`src/rtl/bch_pkg.sv`:
```
// Shared types and constants for the bch pattern driver and its cycle timer.
package bch_pkg;

    typedef enum logic [2:0] {
        StIdle,
        StSet,
        StRun,
        StGap,
        StDone
    } state_t;

    localparam logic [1:0] CODE_63   = 2'd1;
    localparam logic [1:0] CODE_255  = 2'd2;
    localparam logic [1:0] CODE_1023 = 2'd3;

    localparam logic MODE_HARD = 1'b0;
    localparam logic MODE_SOFT = 1'b1;

    function automatic logic [15:0] sat_inc16(input logic [15:0] v);
        return (v == 16'hFFFF) ? v : v + 16'd1;
    endfunction

endpackage

```
`src/rtl/bch_pattern_driver_if.sv`:
```
// Handshake bundle between the pattern driver (master) and the bch decoder (slave).
interface bch_pattern_driver_if #(
    parameter int unsigned IDATA_W = 64,
    parameter int unsigned ODATA_W = 10
);
    logic               mode;
    logic [1:0]         code;
    logic               set;
    logic [IDATA_W-1:0] idata;
    logic               ready;
    logic               finish;
    logic [ODATA_W-1:0] odata;

    modport master (
        output mode, code, set, idata,
        input  ready, finish, odata
    );

    modport slave (
        input  mode, code, set, idata,
        output ready, finish, odata
    );
endinterface

```
`src/rtl/bch_cycle_timer.sv`:
```
// Shared watchdog / inter-test gap counter; expires on a run cycle whose count hits the limit.
module bch_cycle_timer #(
    parameter int unsigned W = 20
) (
    input  logic         clk,
    input  logic         rstn,
    input  logic         i_load,
    input  logic         i_run,
    input  logic [W-1:0] i_limit,
    output logic         o_expire
);

    logic [W-1:0] r_cnt;

    always_ff @(posedge clk or negedge rstn) begin
        if (!rstn) begin
            r_cnt <= '0;
        end else if (i_load) begin
            r_cnt <= '0;
        end else if (i_run) begin
            r_cnt <= r_cnt + 1'b1;
        end
    end

    assign o_expire = i_run && (r_cnt == i_limit);

endmodule

```
`src/rtl/bch_pattern_driver.sv`:
```
// Replays stored codewords into the bch decoder, checks its output beats against golden data
// and keeps error, test and watchdog-timeout statistics.
module bch_pattern_driver
    import bch_pkg::*;
#(
    parameter int unsigned IDATA_W = 64,
    parameter int unsigned ODATA_W = 10,
    parameter int unsigned PAT_AW  = 15,
    parameter int unsigned GOLD_AW = 17,
    parameter int unsigned NTEST_W = 16,
    parameter int unsigned GAP_CYC = 10,
    parameter int unsigned TMO_W   = 20
) (
    input  logic                clk,
    input  logic                rstn,
    input  logic                i_start,
    input  logic                i_cfg_mode,
    input  logic [1:0]          i_cfg_code,
    input  logic [NTEST_W-1:0]  i_cfg_ntest,
    output logic [PAT_AW-1:0]   o_pat_addr,
    input  logic [IDATA_W-1:0]  i_pat_rdata,
    output logic [GOLD_AW-1:0]  o_gold_addr,
    input  logic [ODATA_W-1:0]  i_gold_rdata,
    bch_pattern_driver_if.master dut_if,
    output logic                o_busy,
    output logic                o_done,
    output logic [NTEST_W-1:0]  o_test_cnt,
    output logic [15:0]         o_err_cnt,
    output logic [NTEST_W-1:0]  o_tmo_cnt,
    output logic [NTEST_W-1:0]  o_first_fail
);

    // Watchdog fires on the RUN cycle where 2^TMO_W-1 cycles have elapsed.
    localparam logic [TMO_W-1:0]   TMO_LIM = {{(TMO_W - 1){1'b1}}, 1'b0};
    localparam logic [TMO_W-1:0]   GAP_LIM = TMO_W'(GAP_CYC - 1);
    localparam logic [NTEST_W-1:0] FF_NONE = '1;

    state_t r_state, w_state_d;

    logic [NTEST_W-1:0] r_ntest;
    logic [NTEST_W-1:0] r_test_cnt;
    logic [NTEST_W-1:0] r_tmo_cnt;
    logic [NTEST_W-1:0] r_first_fail;
    logic [15:0]        r_err_cnt;
    logic [PAT_AW-1:0]  r_pat_addr;
    logic [GOLD_AW-1:0] r_gold_addr;
    logic [IDATA_W-1:0] r_idata;
    logic               r_mode;
    logic [1:0]         r_code;
    logic               r_fin_seen;

    logic               w_in_run;
    logic               w_in_gap;
    logic               w_launch;
    logic               w_take;
    logic               w_beat;
    logic               w_mis;
    logic               w_end;
    logic               w_abort;
    logic               w_expire;
    logic               w_tmr_load;
    logic               w_tmr_run;
    logic [TMO_W-1:0]   w_tmr_limit;

    assign w_in_run = (r_state == StRun);
    assign w_in_gap = (r_state == StGap);
    assign w_launch = (r_state == StIdle) && i_start;
    assign w_take   = (w_in_run || w_in_gap) && dut_if.ready;
    assign w_beat   = w_in_run && dut_if.finish;
    assign w_mis    = w_beat && (dut_if.odata != i_gold_rdata);
    assign w_end    = w_in_run && r_fin_seen && !dut_if.finish;
    assign w_abort  = w_in_run && !r_fin_seen && !dut_if.finish && w_expire;

    assign w_tmr_load  = (r_state == StSet) || w_end || w_abort;
    assign w_tmr_run   = w_in_run || w_in_gap;
    assign w_tmr_limit = w_in_run ? TMO_LIM : GAP_LIM;

    bch_cycle_timer #(
        .W (TMO_W)
    ) u_timer (
        .clk      (clk),
        .rstn     (rstn),
        .i_load   (w_tmr_load),
        .i_run    (w_tmr_run),
        .i_limit  (w_tmr_limit),
        .o_expire (w_expire)
    );

    always_comb begin
        w_state_d = r_state;
        case (r_state)
            StIdle: begin
                if (i_start) begin
                    w_state_d = (i_cfg_ntest == '0) ? StDone : StSet;
                end
            end
            StSet:  w_state_d = StRun;
            StRun: begin
                if (w_end || w_abort) begin
                    w_state_d = StGap;
                end
            end
            StGap: begin
                if (w_expire) begin
                    w_state_d = (r_test_cnt < r_ntest) ? StSet : StDone;
                end
            end
            StDone:  w_state_d = StIdle;
            default: w_state_d = StIdle;
        endcase
    end

    always_ff @(posedge clk or negedge rstn) begin
        if (!rstn) begin
            r_state <= StIdle;
        end else begin
            r_state <= w_state_d;
        end
    end

    always_ff @(posedge clk or negedge rstn) begin
        if (!rstn) begin
            r_ntest      <= '0;
            r_test_cnt   <= '0;
            r_tmo_cnt    <= '0;
            r_first_fail <= FF_NONE;
            r_err_cnt    <= '0;
            r_pat_addr   <= '0;
            r_gold_addr  <= '0;
            r_idata      <= '0;
            r_mode       <= MODE_HARD;
            r_code       <= 2'b00;
            r_fin_seen   <= 1'b0;
        end else if (w_launch) begin
            r_ntest      <= i_cfg_ntest;
            r_mode       <= i_cfg_mode;
            r_code       <= i_cfg_code;
            r_test_cnt   <= '0;
            r_tmo_cnt    <= '0;
            r_first_fail <= FF_NONE;
            r_err_cnt    <= '0;
            r_pat_addr   <= '0;
            r_gold_addr  <= '0;
            r_fin_seen   <= 1'b0;
        end else begin
            if (w_take) begin
                r_idata    <= i_pat_rdata;
                r_pat_addr <= r_pat_addr + 1'b1;
            end
            if (r_state == StSet) begin
                r_fin_seen <= 1'b0;
            end else if (w_beat) begin
                r_fin_seen  <= 1'b1;
                r_gold_addr <= r_gold_addr + 1'b1;
            end
            if (w_mis || w_abort) begin
                r_err_cnt <= sat_inc16(r_err_cnt);
                if (r_first_fail == FF_NONE) begin
                    r_first_fail <= r_test_cnt;
                end
            end
            if (w_end || w_abort) begin
                r_test_cnt <= r_test_cnt + 1'b1;
            end
            if (w_abort) begin
                r_tmo_cnt <= r_tmo_cnt + 1'b1;
            end
        end
    end

    assign dut_if.mode  = r_mode;
    assign dut_if.code  = r_code;
    assign dut_if.set   = (r_state == StSet);
    assign dut_if.idata = r_idata;

    assign o_pat_addr   = r_pat_addr;
    assign o_gold_addr  = r_gold_addr;
    assign o_busy       = (r_state == StSet) || w_in_run || w_in_gap;
    assign o_done       = (r_state == StDone);
    assign o_test_cnt   = r_test_cnt;
    assign o_err_cnt    = r_err_cnt;
    assign o_tmo_cnt    = r_tmo_cnt;
    assign o_first_fail = r_first_fail;

endmodule

```
`src/flat_wrapper.sv`:
```
// flat-port wrapper written by rule: the top's interface ports become plain ports
module bch_pattern_driver_flat import bch_pkg::*;
#(
    parameter int unsigned IDATA_W = 64,
    parameter int unsigned ODATA_W = 10,
    parameter int unsigned PAT_AW  = 15,
    parameter int unsigned GOLD_AW = 17,
    parameter int unsigned NTEST_W = 16,
    parameter int unsigned GAP_CYC = 10,
    parameter int unsigned TMO_W   = 20
)
  (clk, rstn, i_start, i_cfg_mode, i_cfg_code, i_cfg_ntest, o_pat_addr, i_pat_rdata, o_gold_addr, i_gold_rdata, o_busy, o_done, o_test_cnt, o_err_cnt, o_tmo_cnt, o_first_fail, dut_if_mode, dut_if_code, dut_if_set, dut_if_idata, dut_if_ready, dut_if_finish, dut_if_odata);
  bch_pattern_driver_if #(.IDATA_W(IDATA_W), .ODATA_W(ODATA_W)) dut_if_i ();
  input  logic clk;
  input  logic rstn;
  input  logic i_start;
  input  logic i_cfg_mode;
  input  logic [1:0] i_cfg_code;
  input  logic [NTEST_W-1:0] i_cfg_ntest;
  output logic [PAT_AW-1:0] o_pat_addr;
  input  logic [IDATA_W-1:0] i_pat_rdata;
  output logic [GOLD_AW-1:0] o_gold_addr;
  input  logic [ODATA_W-1:0] i_gold_rdata;
  output logic o_busy;
  output logic o_done;
  output logic [NTEST_W-1:0] o_test_cnt;
  output logic [15:0] o_err_cnt;
  output logic [NTEST_W-1:0] o_tmo_cnt;
  output logic [NTEST_W-1:0] o_first_fail;
  output wire logic [$bits(dut_if_i.mode)-1:0] dut_if_mode;
  output wire logic [$bits(dut_if_i.code)-1:0] dut_if_code;
  output wire logic [$bits(dut_if_i.set)-1:0] dut_if_set;
  output wire logic [$bits(dut_if_i.idata)-1:0] dut_if_idata;
  input wire logic [$bits(dut_if_i.ready)-1:0] dut_if_ready;
  input wire logic [$bits(dut_if_i.finish)-1:0] dut_if_finish;
  input wire logic [$bits(dut_if_i.odata)-1:0] dut_if_odata;
  assign dut_if_mode = dut_if_i.mode;
  assign dut_if_code = dut_if_i.code;
  assign dut_if_set = dut_if_i.set;
  assign dut_if_idata = dut_if_i.idata;
  assign dut_if_i.ready = dut_if_ready;
  assign dut_if_i.finish = dut_if_finish;
  assign dut_if_i.odata = dut_if_odata;
  bch_pattern_driver #(.IDATA_W(IDATA_W), .ODATA_W(ODATA_W), .PAT_AW(PAT_AW), .GOLD_AW(GOLD_AW), .NTEST_W(NTEST_W), .GAP_CYC(GAP_CYC), .TMO_W(TMO_W)) u_core (.clk(clk), .rstn(rstn), .i_start(i_start), .i_cfg_mode(i_cfg_mode), .i_cfg_code(i_cfg_code), .i_cfg_ntest(i_cfg_ntest), .o_pat_addr(o_pat_addr), .i_pat_rdata(i_pat_rdata), .o_gold_addr(o_gold_addr), .i_gold_rdata(i_gold_rdata), .dut_if(dut_if_i), .o_busy(o_busy), .o_done(o_done), .o_test_cnt(o_test_cnt), .o_err_cnt(o_err_cnt), .o_tmo_cnt(o_tmo_cnt), .o_first_fail(o_first_fail));
endmodule
```
`config.mk`:
```
export PLATFORM = sky130hd
export DESIGN_NAME = bch_pattern_driver_flat
export DESIGN_NICKNAME = d
export VERILOG_FILES = /design/src/rtl/bch_pkg.sv /design/src/rtl/bch_pattern_driver_if.sv /design/src/rtl/bch_cycle_timer.sv /design/src/rtl/bch_pattern_driver.sv /design/src/flat_wrapper.sv
export SDC_FILE = /design/constraint.sdc
export NUM_CORES = 1
export LEC_CHECK = 0
export BUFFER_PORTS_ARGS = -buffer_cell sky130_fd_sc_hd__buf_2
export CAP_MARGIN = 20
export CORE_MARGIN = 3
export CORE_UTILIZATION = 45
export CTS_BUF_LIST = sky130_fd_sc_hd__clkbuf_8
export CTS_CLUSTER_SIZE = 25
export DETAILED_ROUTE_END_ITERATION = 10
export PLACE_DENSITY = 0.71
export SYNTH_ARGS = -nofsm -noshare
export SYNTH_HDL_FRONTEND = slang
export SYNTH_SLANG_ARGS = --single-unit
```
`constraint.sdc`:
```
create_clock -name clk -period 2.9 [get_ports clk]
set_input_delay 0.145 -clock clk [delete_from_list [all_inputs] [get_ports clk]]
set_output_delay 0.145 -clock clk [all_outputs]
set_load 0.1 [all_outputs]
```
==> results of run 1 <==
## final cells by class
type | instances | area [um^2] | share of cell area, %
clock buffers | 45 | 619 | 4.87
clock inverters | 17 | 129 | 1.01
inverters | 27 | 101 | 0.797
multi-input cells | 749 | 4060 | 31.9
flip-flops and latches | 203 | 5100 | 40.1
well taps | 270 | 338 | 2.66
repair buffers | 377 | 2380 | 18.7
## synthesized netlist by cell type (2+ instances only)
master / count / share of area, %
sky130_fd_sc_hd__nor3_1: 23 / 1.2
sky130_fd_sc_hd__clkbuf_1: 32 / 1.3
sky130_fd_sc_hd__a211oi_1: 2 / 0.16
sky130_fd_sc_hd__ha_1: 21 / 2.8
sky130_fd_sc_hd__buf_2: 4 / 0.21
sky130_fd_sc_hd__or4_1: 3 / 0.24
sky130_fd_sc_hd__xnor2_1: 37 / 3.4
sky130_fd_sc_hd__buf_6: 2 / 0.24
sky130_fd_sc_hd__buf_1: 5 / 0.20
sky130_fd_sc_hd__or2_2: 2 / 0.13
sky130_fd_sc_hd__a31oi_1: 2 / 0.13
sky130_fd_sc_hd__nand4_1: 30 / 2.0
sky130_fd_sc_hd__nand3_1: 30 / 1.6
sky130_fd_sc_hd__o2111ai_1: 3 / 0.28
sky130_fd_sc_hd__and4_1: 7 / 0.65
sky130_fd_sc_hd__nor3b_1: 3 / 0.24
sky130_fd_sc_hd__nor4_1: 20 / 1.3
sky130_fd_sc_hd__xor2_1: 39 / 3.6
sky130_fd_sc_hd__o21ai_0: 51 / 2.7
sky130_fd_sc_hd__dfstp_2: 16 / 4.5
sky130_fd_sc_hd__nand2_1: 304 / 12
sky130_fd_sc_hd__or3_1: 7 / 0.47
sky130_fd_sc_hd__nor2b_1: 3 / 0.20
sky130_fd_sc_hd__nor4b_1: 5 / 0.47
sky130_fd_sc_hd__mux2i_1: 12 / 1.3
sky130_fd_sc_hd__and3_1: 18 / 1.2
sky130_fd_sc_hd__dfrtp_1: 187 / 50
sky130_fd_sc_hd__nor2_1: 84 / 3.3
sky130_fd_sc_hd__and2_1: 3 / 0.20
sky130_fd_sc_hd__inv_1: 27 / 1.1
sky130_fd_sc_hd__nor2_2: 2 / 0.13
sky130_fd_sc_hd__a21oi_1: 17 / 0.90
sky130_fd_sc_hd__a21o_1: 3 / 0.24
sky130_fd_sc_hd__o31ai_1: 3 / 0.24
## power groups by stage
stage / registers [uW] / clock network (uW) / logic (uW)
after global placement: 4350 / 0 / 7880
after detailed placement: 4350 / 0 / 7960
after floorplan: 9250 / 0 / 1590
after global routing: 4470 / 2940 / 8440
final: 4360 / 2730 / 8060
after CTS: 4340 / 2800 / 8030
## stage by stage
stage	TNS (ns)	setup slack (ns)
5_1_grt	0	0.203
3_3_place_gp	0	0.333
4_1_cts	0	0.261
6_report	0	0.448
2_1_floorplan	-0.684	-0.0630
3_5_place_dp	0	0.271
## worst max path at each step
| stage | from | endpoint | slack (ns) | cells past startpoint |
|---|---|---|---|---|
| 3_5_place_dp | u_core.u_timer.r_cnt[8]$_DFFE_PN0P_ | u_core.o_test_cnt[3]$_DFFE_PN0P_ | 0.27 | 6 |
| 4_1_cts | u_core.u_timer.r_cnt[8]$_DFFE_PN0P_ | u_core.o_test_cnt[3]$_DFFE_PN0P_ | 0.26 | 6 |
| 3_3_place_gp | u_core.u_timer.r_cnt[8]$_DFFE_PN0P_ | u_core.o_test_cnt[3]$_DFFE_PN0P_ | 0.33 | 6 |
| 5_1_grt | u_core.u_timer.r_cnt[0]$_DFFE_PN0P_ | u_core.o_err_cnt[10]$_DFFE_PN0P_ | 0.20 | 6 |
| 6_report | u_core.r_state[0]$_DFFE_PN0P_ | u_core.o_err_cnt[10]$_DFFE_PN0P_ | 0.45 | 6 |
| 2_1_floorplan | u_core.r_state[0]$_DFFE_PN0P_ | o_done | -0.06 | 2 |
## cell families (layout without fill, tap and decap cells)
family                     after synthesis  count (layout)  share of synthesized area (%)
AOI/OAI and AO/OA                       89              89                           5.40
xor gates and xnor gates                76              76                           7.07
adders and majority gates               21              21                           2.79
buffers and inverters                   70             466                           3.00
DFF                                    203             203                           54.2
muxes                                   13              13                           1.40
and+or+nand+nor                        550             550                           26.2
## worst max-delay path: stages, from the launching register on
cell                      delay (ns)
sky130_fd_sc_hd__dfrtp_1        0.37
sky130_fd_sc_hd__or4b_1         0.55
sky130_fd_sc_hd__nor2_2         0.15
sky130_fd_sc_hd__and3_1         0.31
sky130_fd_sc_hd__o21ai_1        0.35
sky130_fd_sc_hd__or4_1          0.50
sky130_fd_sc_hd__a21oi_1        0.16
## routing by layer
metal  wire length, um  share of wire [%]  up-vias
met1             11000                 41     4122
li1                  -                  -     4151
met5                13              0.049        -
met2             13100                 49      306
met4               497                1.9        2
met3              2000                7.5       44
## timing repair
action | in CTS | in global routing
endpoints found under the setup margin | 0 | 0
endpoints found under the hold margin | 151 | 0
hold buffers | 85 | 0
## registers in the layout (all words and copies together) (netlist names)
| name | cells |
|---|---|
| u_core.o_tmo_cnt | 16 |
| u_core.r_state | 3 |
| u_core.dut_if.code | 2 |
| u_core.o_err_cnt | 16 |
| u_core.o_gold_addr | 17 |
| u_core.r_ntest | 16 |
| u_core.r_fin_seen | 1 |
| u_core.dut_if.mode | 1 |
| u_core.u_timer.r_cnt | 20 |
| u_core.o_test_cnt | 16 |
| u_core.o_pat_addr | 15 |
| u_core.o_first_fail | 16 |
| u_core.dut_if.idata | 64 |
==> Implementation_results.wiki, run 1 <==
{| class="wikitable"
! Metric !! Value
|-
| Worst R2R Path Depth || 6
|-
| Data arrival at the endpoint of the critical path || 2.88 ns
|-
| WL final || 26500 um
|-
| Die outline height || 151 um
|-
| Peak Freq || 0.408 GHz
|-
| Clock slew seen by the registers of the worst setup and hold paths || 0.06 ns
|-
| Maximum number of pins on one net before global-route repair || 86
|-
| Routed length per placed instance || 15.7 um
|-
| Most frequent cells in the layout || sky130_fd_sc_hd__nand2_1, sky130_fd_sc_hd__buf_2, sky130_fd_sc_hd__dfrtp_1
|-
| Die X || 151 um
|-
| Hold Path Origin || i_start
|-
| Power density over the cells || 1190 mW/mm^2
|-
| Launching element type of the critical path || register
|-
| Final min period || 2.45 ns
|-
| Clock insertion delay at the later pin of the skew report || 0.51 ns
|-
| Category of the critical setup timing path || register to register
|-
| Syn_nets || 1151
|-
| Minimum setup slack among reg-to-reg paths || 0.45 ns
|-
| Worst VDD drop || 1.41 mV
|-
| Clock sink count || 203
|-
| Relative contribution of combinational cells to total power || 53.2%
|-
| Number of cells traversed by the worst hold path || 4
|-
| Leading cell type in the layout, fill and taps excluded || sky130_fd_sc_hd__nand2_1
|-
| Final hold violation count || 0
|-
| All-Layer GR Usage || 23.2%
|-
| Hold Path Sink || u_core.r_state[0]$_DFFE_PN0P_
|-
| Syn avg cell area || 9.21 um^2
|-
| Slew headroom || 38.4%
|-
| Worst hold path type || primary input to register
|-
| Routed vias || 8625
|-
| Setup violators final || 0
|-
| Number of instances resized during post-cts repair || 0
|-
| Pwr Total || 15200 uW
|-
| Layer with the highest usage after global routing || met2
|-
| Max Slew Vio Count || 0
|-
| Met3 track demand over resource || 6.56%
|-
| Post-route ant nets || 0
|-
| Max FO, Critical Path || 13
|-
| Post-CTS setup repair buffer count || 0
|-
| EDFF count, synth || 0
|-
| Core occupancy in the finished layout || 62.5%
|-
| Sequential share of the synthesized area || 54.2%
|-
| Final global-route overflow total || 0
|-
| Max Root-Sink Buffers || 3
|-
| Cell area after placement || 0.0111 mm^2
|-
| Global placer's final weighted congestion || 0.873
|-
| Filler instances || 1651
|-
| Placement Rows || 52
|-
| Root buffer cell || sky130_fd_sc_hd__clkbuf_8
|-
| First-pass GRT wire length || 42700 um
|-
| Net Sw Power || 8520 uW
|-
| TritonRoute pass-1 iters || 5
|-
| FF-to-FF End || u_core.o_err_cnt[10]$_DFFE_PN0P_
|-
| DPL Wire Length || 17400 um
|-
| Number of standard cells after synthesis || 1022
|-
| Seq cells post-synth || 203
|-
| Crit Reg-Reg Startpoint || u_core.r_state[0]$_DFFE_PN0P_
|-
| P_leak || 0.00654 uW
|-
| Outcome || completed
|-
| Critical Path Sink Type || register
|-
| Seq pwr share || 28.8%
|-
| Worst Hold Slack || 0.109 ns
|-
| Post-route fraction of the period consumed by the critical path || 84.6%
|-
| Synth Flop Type || sky130_fd_sc_hd__dfrtp_1
|-
| Growth of design area from synthesis to finish || 35.2%
|-
| Via density || 5.11
|-
| Area of all placed cells without fillers || 0.0127 mm^2
|-
| Total Nets Final || 1522
|-
| Fraction of layout instances using a drive strength above 1 || 26.2%
|-
| Vias in the first global route || 8597
|-
| Netlist cell types || 49
|-
| Max-cap violations || 0
|-
| Sw Ratio || 56.2%
|-
| Global Route met1 Usage || 29.3%
|-
| Clock share of power || 18.0%
|-
| Synth Cell Area || 0.00941 mm^2
|-
| Number of remaining DRC errors || 0
|-
| Fraction of registers with async set/reset || 100%
|-
| Drt first-iter violations || 503
|-
| Die outline area || 0.0227 mm^2
|-
| Pint || 6630 uW
|-
| Final standard cell count with taps included and fillers excluded || 1688
|-
| # H-tree levels || 2
|-
| Required time worst endpoint || 3.33 ns
|-
| Number of buffers inserted by port buffering || 273
|-
| Number of antenna repair diodes || 0
|-
| Met2 global-route usage || 39.0%
|-
| Cell count after placement || 1540
|-
| Number of buffers inserted during clock tree synthesis || 35
|-
| Worst clock skew || 0.0153 ns
|-
| Unrepaired setup endpoints after global routing || false
|-
| I/O pins || 274
|-
| TritonCTS clock tree || built
|-
| Number of antenna violations at the first check in global routing || 1
|-
| Synthesis Warnings || 0
|-
| Worst Max-Slew Pin Slew || 0.924 ns
|-
| Core region area || 0.0204 mm^2
|-
| Initial cell density of the core || 46.2%
|}
No activity file was read; power rests on OpenSTA's default activity.
==> run 2, diff against run 1 <==
==> constraint.sdc (replaced) <==
create_clock -name clk -period 2.5 [get_ports clk]
set_input_delay 0.125 -clock clk [delete_from_list [all_inputs] [get_ports clk]]
set_output_delay 0.125 -clock clk [all_outputs]
set_load 0.1 [all_outputs]
==> Implementation_results.wiki, run 2 (synthesis results as in run 1) <==
{| class="wikitable"
! Metric !! Value
|-
| Power density over the cells || 1360 mW/mm^2 (was 1190 mW/mm^2)
|-
| Minimum setup slack after placement || -0.00750 ns (was 0.271 ns)
|-
| Unrepaired setup endpoints after global routing || false (unchanged)
|-
| Worst clock skew || 0.0289 ns (was 0.0153 ns)
|-
| First-pass GRT wire length || 43400 um (was 42700 um)
|-
| Die outline height || 151 um (unchanged)
|-
| Via density || 5.13 (was 5.11)
|-
| Cells along the critical path || or4b_1 > nor2_2 > and3_1 > o21ai_1 > buf_4 > nor3_1 > mux2i_1 (was or4b_1 > nor2_2 > and3_1 > o21ai_1 > or4_1 > a21oi_1)
|-
| Launching element type of the critical path || register (unchanged)
|-
| Filler instances || 1642 (was 1651)
|-
| Buffer and inverter count on the worst path || 1 (was 0)
|-
| Final min period || 2.32 ns (was 2.45 ns)
|-
| Clock sink count || 203 (unchanged)
|-
| Slew headroom || 60.0% (was 38.4%)
|-
| Worst stage delay on the critical path || 0.56 ns (was 0.55 ns)
|-
| I/O pins || 274 (unchanged)
|-
| Number of remaining DRC errors || 0 (unchanged)
|-
| Final standard cell count with taps included and fillers excluded || 1701 (was 1688)
|-
| Global placer's final weighted congestion || 0.845 (was 0.873)
|-
| Cell count after placement || 1551 (was 1540)
|-
| Setup violators final || 0 (unchanged)
|-
| Growth of design area from synthesis to finish || 36.2% (was 35.2%)
|-
| Required time worst endpoint || 2.92 ns (was 3.33 ns)
|-
| Fraction of layout instances using a drive strength above 1 || 27.5% (was 26.2%)
|-
| Kind of cell with the highest combined delay on the critical path || simple AND/OR/NAND/NOR gates (unchanged)
|-
| FF+latch area || 0.00511 mm^2 (was 0.00510 mm^2)
|-
| Routed vias || 8730 (was 8625)
|-
| Number of antenna repair diodes || 0 (unchanged)
|-
| Max Slew Vio Count || 0 (unchanged)
|-
| Clock insertion delay at the later pin of the skew report || 0.52 ns (was 0.51 ns)
|-
| Die X || 151 um (unchanged)
|-
| Total Nets Final || 1533 (was 1522)
|-
| P_leak || 0.00659 uW (was 0.00654 uW)
|-
| Worst R2R Path Depth || 7 (was 6)
|-
| Drt first-iter violations || 376 (was 503)
|-
| Critical Path Sink Type || register (unchanged)
|-
| Core region area || 0.0204 mm^2 (unchanged)
|-
| Met1 layer wirelength in the final routing || 11300 um (was 11000 um)
|-
| Number of cells traversed by the worst hold path || 4 (unchanged)
|-
| Vias in the first global route || 8677 (was 8597)
|-
| Leading cell type in the layout, fill and taps excluded || sky130_fd_sc_hd__nand2_1 (unchanged)
|-
| # H-tree levels || 2 (unchanged)
|-
| Total length of routed met3 wires || 1920 um (was 2000 um)
|-
| Max FO, Critical Path || 8 (was 13)
|-
| Placement Rows || 52 (unchanged)
|-
| Maximum number of pins on one net before global-route repair || 92 (was 86)
|-
| Final global-route overflow total || 0 (unchanged)
|-
| Worst hold path type || primary input to register (unchanged)
|-
| Clock slew seen by the registers of the worst setup and hold paths || 0.06 ns (about the same)
|-
| Number of antenna violations at the first check in global routing || 0 (was 1)
|-
| Routed length per placed instance || 16.0 um (was 15.7 um)
|-
| Category of the critical setup timing path || register to register (unchanged)
|-
| Multi-input gate area in the final layout || 0.00408 mm^2 (was 0.00406 mm^2)
|-
| Crit path setup slack, layout || 0.183 ns (was 0.448 ns)
|-
| Most frequent cells in the layout || sky130_fd_sc_hd__nand2_1, sky130_fd_sc_hd__buf_2, sky130_fd_sc_hd__dfrtp_1 (unchanged)
|-
| Max-cap violations || 0 (unchanged)
|-
| Number of buffers inserted during clock tree synthesis || 35 (unchanged)
|-
| All-Layer GR Usage || 23.6% (was 23.2%)
|-
| Sum of met2 wire segment lengths after detailed routing || 13500 um (was 13100 um)
|-
| WL final || 27200 um (was 26500 um)
|-
| Outcome || completed (unchanged)
|-
| Initial cell density of the core || 46.2% (unchanged)
|-
| Root buffer cell || sky130_fd_sc_hd__clkbuf_8 (unchanged)
|-
| Largest register FFs || 64 (unchanged)
|-
| Data arrival at the endpoint of the critical path || 2.74 ns (was 2.88 ns)
|-
| Die outline area || 0.0227 mm^2 (unchanged)
|-
| Post-route ant nets || 0 (unchanged)
|-
| DPL Wire Length || 17600 um (was 17400 um)
|-
| TritonCTS clock tree || built (unchanged)
|-
| Worst VDD drop || 1.36 mV (was 1.41 mV)
|-
| Final hold violation count || 0 (unchanged)
|-
| Max Root-Sink Buffers || 3 (unchanged)
|-
| Number of cells on the critical path || 7 (was 6)
|-
| Master of the slowest instance on the critical path || sky130_fd_sc_hd__or4b_1 (unchanged)
|-
| TritonRoute pass-1 iters || 5 (unchanged)
|-
| Worst Max-Slew Pin Slew || 0.595 ns (was 0.924 ns)
|-
| Number of buffers inserted by port buffering || 273 (unchanged)
|-
| Post-route fraction of the period consumed by the critical path || 92.7% (was 84.6%)
|-
| Highest Signal Layer || met4 (was met5)
|-
| Worst Hold Slack || 0.0832 ns (was 0.109 ns)
|-
| Peak Freq || 0.432 GHz (was 0.408 GHz)
|}
[run 2: cell count changes in the layout (fill, tap and decap cells not counted), sizes merged]
cell	before	now
buf	291	302
bufinv	2	0
clkbuf	46	44
clkinv	3	2
clkinvlp	1	2
inv	38	44
[run 2: repair_timing]
| item | 4_1_cts | 5_1_grt |
|---|---|---|
| hold buffers | 85 | 0 |
| endpoints found under the setup margin | 0 | 2 |
| endpoints found under the hold margin | 147 | 0 |
| setup buffers | 0 | 0 |
| gates resized for setup | 0 | 2 |
[run 2: stage by stage]
step / util (%) / total power, uW / setup TNS [ns] / cell area (um^2)
5_1_grt: 63.0 / 18200 / 0 / 12800
3_5_place_dp: 55.3 / 14400 / -0.00750 / 11300
6_report: 63.0 / 17400 / 0 / 12800
2_1_floorplan: - / 12600 / 0 / 9460
4_1_cts: 62.9 / 17400 / 0 / 12800
3_3_place_gp: 55.3 / 14300 / 0 / 11300
[run 2: layout make-up]
type / instances / share of cell area [%]
Clock buffer: 43 / 4.61
Sequential cell: 203 / 39.9
Inverter: 27 / 0.820
Timing Repair Buffer: 388 / 19.5
Tap cell: 270 / 2.63
Multi-Input combinational cell: 749 / 31.8
Clock inverter: 21 / 0.702
[run 2: final timing paths]
path                       slack (ns)                                start                                  end
max                              0.18        u_core.r_state[0]$_DFFE_PN0P_      u_core.o_err_cnt[5]$_DFFE_PN0P_
min                              0.08                              i_start        u_core.r_state[0]$_DFFE_PN0P_
max reg2reg                      0.18        u_core.r_state[0]$_DFFE_PN0P_      u_core.o_err_cnt[5]$_DFFE_PN0P_
min reg2reg                      0.47  u_core.dut_if.idata[11]$_DFFE_PN0P_  u_core.dut_if.idata[11]$_DFFE_PN0P_
max in group asynchronous        1.54                                 rstn  u_core.u_timer.r_cnt[8]$_DFFE_PN0P_
min in group asynchronous        0.18                                 rstn       u_core.dut_if.mode$_DFFE_PN0P_
[run 2: worst register-to-register path, cell delays in order (launching register included)]
cell and delay (ns):
sky130_fd_sc_hd__dfrtp_1 0.37, sky130_fd_sc_hd__or4b_1 0.56, sky130_fd_sc_hd__nor2_2 0.12, sky130_fd_sc_hd__and3_1 0.28, sky130_fd_sc_hd__o21ai_1 0.25, sky130_fd_sc_hd__buf_4 0.23, sky130_fd_sc_hd__nor3_1 0.21, sky130_fd_sc_hd__mux2i_1 0.20
[run 2: per-layer routing]
metal	global-route usage, %	vias to the layer above
met3	6.26	42
li1	-	4188
met2	41.0	302
met4	6.44	0
met5	0	-
met1	29.2	4198
[run 2: power breakdown]
part           internal, uW  total, uW  switching [uW]  leakage, uW
clock                  1560       2870            1320     0.000412
combinational          1570       9480            7910      0.00360
sequential             4360       5080             715      0.00258
